`src/rtl/multi_dice.sv`:
```
// Bank of NUM_DICE odometer-chained dice of FACES faces each, rolled while `button` is high.
// On release it registers the sum of the frozen dice, strobes `done` and bumps a saturating count.
module multi_dice #(
  parameter int unsigned FACES    = 6,
  parameter int unsigned NUM_DICE = 2,
  parameter int unsigned CW       = 8,
  localparam int unsigned W       = $clog2(FACES + 1),
  localparam int unsigned SW      = $clog2(NUM_DICE * FACES + 1)
) (
  input  logic                  clk,
  input  logic                  rst,
  input  logic                  button,
  input  logic [NUM_DICE-1:0]   hold,
  output logic [NUM_DICE*W-1:0] throw,
  output logic [SW-1:0]         sum,
  output logic                  done,
  output logic [CW-1:0]         roll_count
);

  localparam logic [W-1:0] FaceMax = W'(FACES);
  localparam logic [W-1:0] FaceOne = W'(1);

  typedef enum logic [0:0] {StIdle, StRoll} state_e;

  state_e                       state_q, state_d;
  logic [NUM_DICE-1:0][W-1:0]   dice_q, dice_d;
  logic [SW-1:0]                sum_q, sum_d, total;
  logic [CW-1:0]                count_q, count_d;
  logic                         done_q, done_d;
  logic                         carry;
  logic                         throw_end;

  // Carry ripples through the chain in one pass; held dice forward it untouched.
  always_comb begin
    dice_d = dice_q;
    carry  = 1'b1;
    for (int i = 0; i < int'(NUM_DICE); i++) begin
      if (dice_q[i] == '0 || 32'(dice_q[i]) > FACES) begin
        dice_d[i] = FaceOne;
        carry     = 1'b0;
      end else if (hold[i]) begin
        carry = carry;
      end else if (button && carry) begin
        if (dice_q[i] == FaceMax) begin
          dice_d[i] = FaceOne;
          carry     = 1'b1;
        end else begin
          dice_d[i] = dice_q[i] + FaceOne;
          carry     = 1'b0;
        end
      end else begin
        carry = 1'b0;
      end
    end
  end

  always_comb begin
    total = '0;
    for (int i = 0; i < int'(NUM_DICE); i++) begin
      total = total + SW'(dice_q[i]);
    end
  end

  always_comb begin
    state_d   = state_q;
    throw_end = 1'b0;
    unique case (state_q)
      StIdle: if (button) state_d = StRoll;
      StRoll: begin
        if (!button) begin
          state_d   = StIdle;
          throw_end = 1'b1;
        end
      end
      default: state_d = StIdle;
    endcase
  end

  always_comb begin
    done_d  = throw_end;
    sum_d   = sum_q;
    count_d = count_q;
    if (throw_end) begin
      sum_d = total;
      if (count_q != {CW{1'b1}}) count_d = count_q + CW'(1);
    end
  end

  always_ff @(posedge clk or negedge rst) begin
    if (!rst) begin
      state_q <= StIdle;
      dice_q  <= '0;
      sum_q   <= '0;
      done_q  <= 1'b0;
      count_q <= '0;
    end else begin
      state_q <= state_d;
      dice_q  <= dice_d;
      sum_q   <= sum_d;
      done_q  <= done_d;
      count_q <= count_d;
    end
  end

  assign throw      = dice_q;
  assign sum        = sum_q;
  assign done       = done_q;
  assign roll_count = count_q;

endmodule

```
`config.mk`:
```
export PLATFORM = sky130hd
export DESIGN_NAME = multi_dice
export DESIGN_NICKNAME = d
export VERILOG_FILES = /design/src/rtl/multi_dice.sv
export SDC_FILE = /design/constraint.sdc
export NUM_CORES = 1
export LEC_CHECK = 0
export ABC_AREA = 1
export CAP_MARGIN = 20
export CORE_ASPECT_RATIO = 0.7
export CORE_MARGIN = 1.5
export CORE_UTILIZATION = 27
export DETAILED_ROUTE_END_ITERATION = 6
export SLEW_MARGIN = 20
export SYNTH_ARGS = -nofsm -noshare
export SYNTH_HDL_FRONTEND = slang
export SYNTH_SLANG_ARGS = --single-unit
```
`constraint.sdc`:
```
create_clock -name clk -period 1.3 [get_ports clk]
set_input_delay 0.26 -clock clk [delete_from_list [all_inputs] [get_ports clk]]
set_output_delay 0.26 -clock clk [all_outputs]
set_load 0.05 [all_outputs]
```
==> impl_metrics.csv, run 1 <==
group,metric,value,unit
die,start_util,28.1,%
critical_path,end_kind,"register",
yosys,seq_area_frac_synth,45.5,%
clock_network,insertion_delay,270,ps
critical_path,worstPathMaxFanout,7,
sta,period_minus_slack,1290,ps
power_and_ir_drop,vdd_drop_max,0.00138,V
critical_path,reg2reg_from,"throw[0]$_DFFE_PN0P_",
clock_network,cts-root-buf,"clkbuf_8",
sta,final-hold-violation-count,0,
cells_and_area,final-seq-area,515,um2
placed_design,port-buffer-count,23,
clock_network,cts_tree,"done",
cells_and_area,fin_util,45.9,%
yosys,synth_area,1100,um2
placed_design,place_area,1720,um2
clock_network,clk_pin_slew,80,ps
yosys,syn_area_per_cell,8.16,um2
placed_design,place_ws,-95.2,ps
sta,post-route-period-util,99.2,%
cells_and_area,drive_gt1_share,33.9,%
sta,clock_skew,4.03,ps
grt,overflow,0,
critical_path,start_kind,"register",
hold_path,hold_class,"in -> async",
cells_and_area,final_common_cell,"nand2_1",
yosys,synth_top_area_cell,"dfrtp_1",
sta,hold-worst-slack,336,ps
clock_network,hold_buffers,0,
sta,setup_viol_count_final,0,
detailed_routing,drc,0,
detailed_routing,num_vias,996,
grt,groute.usage.overall,12.7,%
sta,rsz0062_at_grt,"true",
die,rows,19,
grt,grt_pass1_vias,957,
clock_network,clock_sinks,20,
critical_path,critPathArrivalTime,1450,ps
yosys,synthCells,135,
yosys,synthTopCellsByArea,"dfrtp_1 45%, nand2_1 15%, inv_1 6.1%",
yosys,ys_types,22,
grt,antenna_found_initial,0,
critical_path,required,1460,ps
cells_and_area,fin_cells,226,
sta,timing.setup.tns,0,ps
grt,grt_max_degree,21,
power_and_ir_drop,p_leak,0.896,nW
power_and_ir_drop,power_density,2580,nW/um2
cells_and_area,final_area,1800,um2
placed_design,place_congestion,0.746,
detailed_routing,detail_route.first_pass.iterations,4,
cells_and_area,num_antenna_cells,0,
detailed_routing,ant_nets,0,
clock_network,numCtsBuffers,3,
die,dieArea,4480,um2
die,die_h,56.4,um
detailed_routing,wl_per_cell,11.6,um
placed_design,dp_hpwl,1900,um
yosys,yosys_warnings,0,
run_status,outcome,"complete, no violations",
sta,fmax,775,MHz
detailed_routing,wl,2620,um
cells_and_area,areaGrowthSynthToFinish,63.6,%
sta,slew_headroom,81.7,%
die,die_w,79.3,um
grt,grt_first_pass_wirelength,4320,um
cells_and_area,multi_input_area,576,um2
yosys,synthesis.nets,145,
sta,worst_slew_pin_slew,274,ps
cells_and_area,fin_nets,185,
sta,drv_slew,0,
critical_path,path_class,"reg -> reg",
cells_and_area,layout_common_cells,"43 x nand2_1, 19 x buf_12, 17 x inv_1, 12 x dfrtp_2, 10 x buf_4",
yosys,synth_top_area_share,45.5,%
detailed_routing,first_iter_violations,43,
clock_network,clockBufferDepth,2,
die,core_region_area,3920,um2
detailed_routing,routed_via_density,4.41,
flow_run,drv_cap,0,
cells_and_area,nFillCells,383,
placed_design,dp_cells,219,
sta,setup_slack,9.78,ps
clock_network,cts_max_level,1,
die,ios,24,
critical_path,reg2reg_depth,4,
yosys,ys_seq_elements,20,
critical_path,crit_path_start,"throw[0]$_DFFE_PN0P_",
power_and_ir_drop,finalPower,4.66,mW
==> cells by family after synthesis <==
group	after synthesis	share of synthesized area, %
xor gates and xnor gates	7	5.57
DFF	20	45.5
adders and majority gates	5	6.36
buffers and inverters	21	7.61
AOI/OAI and AO/OA	16	7.61
and+or+nand+nor	66	27.4
==> registers in the layout (all words and copies together), names as in the netlist <==
signal,cells
sum,4
roll_count,8
done,1
state_q,1
throw,6
==> report_power, final <==
part | leakage (nW) | switching [mW] | total (mW) | internal [mW]
Combinational | 0.631 | 1.49 | 2.89 | 1.40
Clock | 0.0288 | 0.223 | 0.493 | 0.270
Sequential | 0.236 | 0.397 | 1.27 | 0.872
Total | 0.896 | 2.11 | 4.66 | 2.55
==> what timing repair did <==
item	4_1_cts	5_1_grt
setup buffers	0	2
setup endpoints to repair	2	6
resized for setup	1	2
pin swaps	1	5
gates cloned	0	1
==> cells in the mapped netlist (all sizes together) <==
master and number:
nand4 2, nand3 8, nor3 2, a21o 1, nand2 45, o22ai 1
a21oi 4, xnor2 4, inv 21, dfrtp 20, ha 4, nor2 9
xor2 3, fa 1, o21ai 10
==> final timing paths <==
kind | to | slack, ps
hold / removal | sum[1]$_DFFE_PN0P_ | 340
setup reg to reg | sum[1]$_DFFE_PN0P_ | 10
setup / recovery | sum[1]$_DFFE_PN0P_ | 10
hold reg to reg | sum[1]$_DFFE_PN0P_ | 550
min in group clk | state_q$_DFF_PN0_ | 490
max in group asynchronous | throw[1]$_DFFE_PN0P_ | 720
==> metal layers <==
layer | global-route usage, % | vias up | share of wire, %
met4 | 4.01 | 0 | 1.3
li1 | - | 504 | -
met5 | 0 | - | 0
met1 | 17.2 | 462 | 49
met2 | 19.3 | 26 | 45
met3 | 3.90 | 4 | 5.3
==> area by class of cell <==
| cell class | count | share of cell area [%] |
|---|---|---|
| Multi-Input combinational cell | 95 | 31.9 |
| Sequential cell | 20 | 28.6 |
| Timing Repair Buffer | 34 | 28.1 |
| Inverter | 21 | 4.65 |
| Tap cell | 52 | 3.61 |
| Clock buffer | 4 | 3.06 |
==> critical path, cell delays in order, from the launching register on <==
cell and delay, ps:
dfrtp_2 440, ha_4 160, inv_2 30, fa_2 510
o21ai_1 50
Power figures use the tool's default switching activity.
==> run 2: changes to the inputs <==
- SETUP_SLACK_MARGIN: unset -> 0.05
- clock period: 1.3 -> 1.7 ns (I/O delays scaled with it)
==> run 2 against run 1 <==
Against the previous run: sequential power shrank 31%; via count shrank 9.3%; worst hold slack improved by 91 ps; global-route usage is 2.0 points lower; clock-buffer cell count is 1 lower; first-iteration DRC count is 12% higher; routed wire length down 14%; clock skew rose by 1.8 ps; cell area is 17% lower; flip-flop and latch count stayed put.
==> impl_metrics.csv, run 2 (same netlist as run 1, synthesis figures left out) <==
group,metric,value,unit
grt,grt_first_pass_wirelength,3690,um
die,dieArea,4480,um2
critical_path,critPathSlowestCell,"dfrtp_1",
detailed_routing,num_vias,903,
die,rows,19,
die,die_h,56.4,um
critical_path,start_kind,"register",
cells_and_area,drive_gt1_share,21.2,%
sta,clock_skew,5.87,ps
grt,groute.usage.overall,10.7,%
critical_path,end_kind,"register",
clock_network,numCtsBuffers,3,
sta,final-hold-violation-count,0,
detailed_routing,drc,0,
detailed_routing,detail_route.first_pass.iterations,4,
cells_and_area,final_common_cell,"nand2_1",
sta,post-route-period-util,83.5,%
critical_path,worstPathMaxFanout,7,
detailed_routing,routed_via_density,4.16,
grt,antenna_found_initial,0,
hold_path,hold_class,"in -> async",
power_and_ir_drop,p_leak,0.812,nW
critical_path,required,1870,ps
cells_and_area,layout_common_cells,"43 x nand2_1, 18 x inv_1, 18 x dfrtp_1, 17 x buf_4",
clock_network,cts-root-buf,"clkbuf_8",
sta,setup_viol_count_final,0,
clock_network,clk_pin_slew,70,ps
clock_network,cts_setup_buffers,0,
critical_path,reg2reg_depth,4,
clock_network,cts_max_level,1,
detailed_routing,wl_per_cell,10.4,um
clock_network,hold_buffers,0,
critical_path,endpoint,"sum[2]$_DFFE_PN0P_",
detailed_routing,wl,2250,um
power_and_ir_drop,vdd_drop_max,0.000875,V
critical_path,path_class,"reg -> reg",
grt,grt_pass1_vias,740,
grt,grt_max_degree,21,
cells_and_area,num_antenna_cells,0,
clock_network,clock_sinks,20,
critical_path,ff2ff_setup_slack,280,ps
sta,worst_slew_pin_slew,277,ps
critical_path,crit_path_start,"throw[1]$_DFFE_PN0P_",
grt,overflow,0,
die,core_region_area,3920,um2
detailed_routing,ant_nets,0,
detailed_routing,first_iter_violations,48,
clock_network,cts_tree,"done",
die,start_util,28.1,%
critical_path,timing.rr.end,"sum[2]$_DFFE_PN0P_",
clock_network,cts_resized,0,
clock_network,insertion_delay,250,ps
sta,fmax,704,MHz
die,ios,24,
sta,slew_headroom,81.5,%
cells_and_area,fin_nets,177,
cells_and_area,fin_util,38.2,%
sta,rsz0062_at_grt,"false",
sta,period_minus_slack,1420,ps
placed_design,dp_hpwl,1770,um
flow_run,drv_cap,0,
clock_network,clockBufferDepth,2,
critical_path,reg2reg_from,"throw[1]$_DFFE_PN0P_",
critical_path,cp_cell_sequence,"inv_1, fa_1, xor2_1, o21ai_0",
run_status,outcome,"complete, no violations",
sta,drv_slew,0,
critical_path,critPathArrivalTime,1590,ps
die,die_w,79.3,um
cells_and_area,areaGrowthSynthToFinish,36.0,%
placed_design,place_congestion,0.828,
sta,timing.setup.tns,0,ps
placed_design,port-buffer-count,23,
critical_path,max_stage_delay,480,ps
power_and_ir_drop,power_density,1940,nW/um2
cells_and_area,largest_reg_flops,8,
==> run 2: how the worst min path moves through the flow <==
stage                                 to  slack (ps)  cells after the start
CTS                    state_q$_DFF_PN0_         430                      2
global placement      sum[1]$_DFFE_PN0P_         480                      2
floorplan                 done$_DFF_PN0_          40                      0
detailed placement    sum[2]$_DFFE_PN0P_         480                      2
finish                 state_q$_DFF_PN0_         430                      2
global route        throw[5]$_DFFE_PN0P_         440                      2
==> run 2: per-stage QoR <==
| stage | worst slack, ps | total power [mW] | hold slack (ps) | std cells | instance area (um2) |
|---|---|---|---|---|---|
| 2_1_floorplan | 78.9 | 1.97 | 44.4 | 135 | 1100 |
| 3_3_place_gp | 198 | 2.61 | 478 | 214 | 1460 |
| 3_5_place_dp | 143 | 2.61 | 479 | 214 | 1460 |
| 4_1_cts | 273 | 2.92 | 434 | 217 | 1500 |
| 5_1_grt | 222 | 3.11 | 444 | 217 | 1500 |
| 6_report | 280 | 2.90 | 426 | 217 | 1500 |
==> run 2: metal layers <==
metal / wire [um] / GRT usage, % / part of all wire (%)
met1: 1300 / 17.9 / 58
met2: 862 / 12.6 / 38
met3: 74 / 4.07 / 3.3
met4: 10 / 1.50 / 0.44
met5: 0 / 0 / 0
==> run 2: critical path, delay by kind of cell, from the launching register on <==
kind / cells / cell delay (ps)
flops: 1 / 480
xor+xnor: 1 / 140
fa+ha+maj: 1 / 440
compound gates: 1 / 130
buf+inv: 1 / 140
==> run 2: cell type report <==
cell class,count,area [um2]
inverter,21,83.8
timing repair buffer,27,288
tap,52,65.1
multi-input combinational,94,517
fill,404,2420
clock buffer,3,41.3
sequential,20,503
==> run 2: power breakdown <==
group / leakage [nW] / internal, mW / switching, mW
sequential: 0.249 / 0.647 / 0.223
combinational: 0.542 / 0.665 / 1.06
clock: 0.0216 / 0.157 / 0.143
total: 0.812 / 1.47 / 1.43
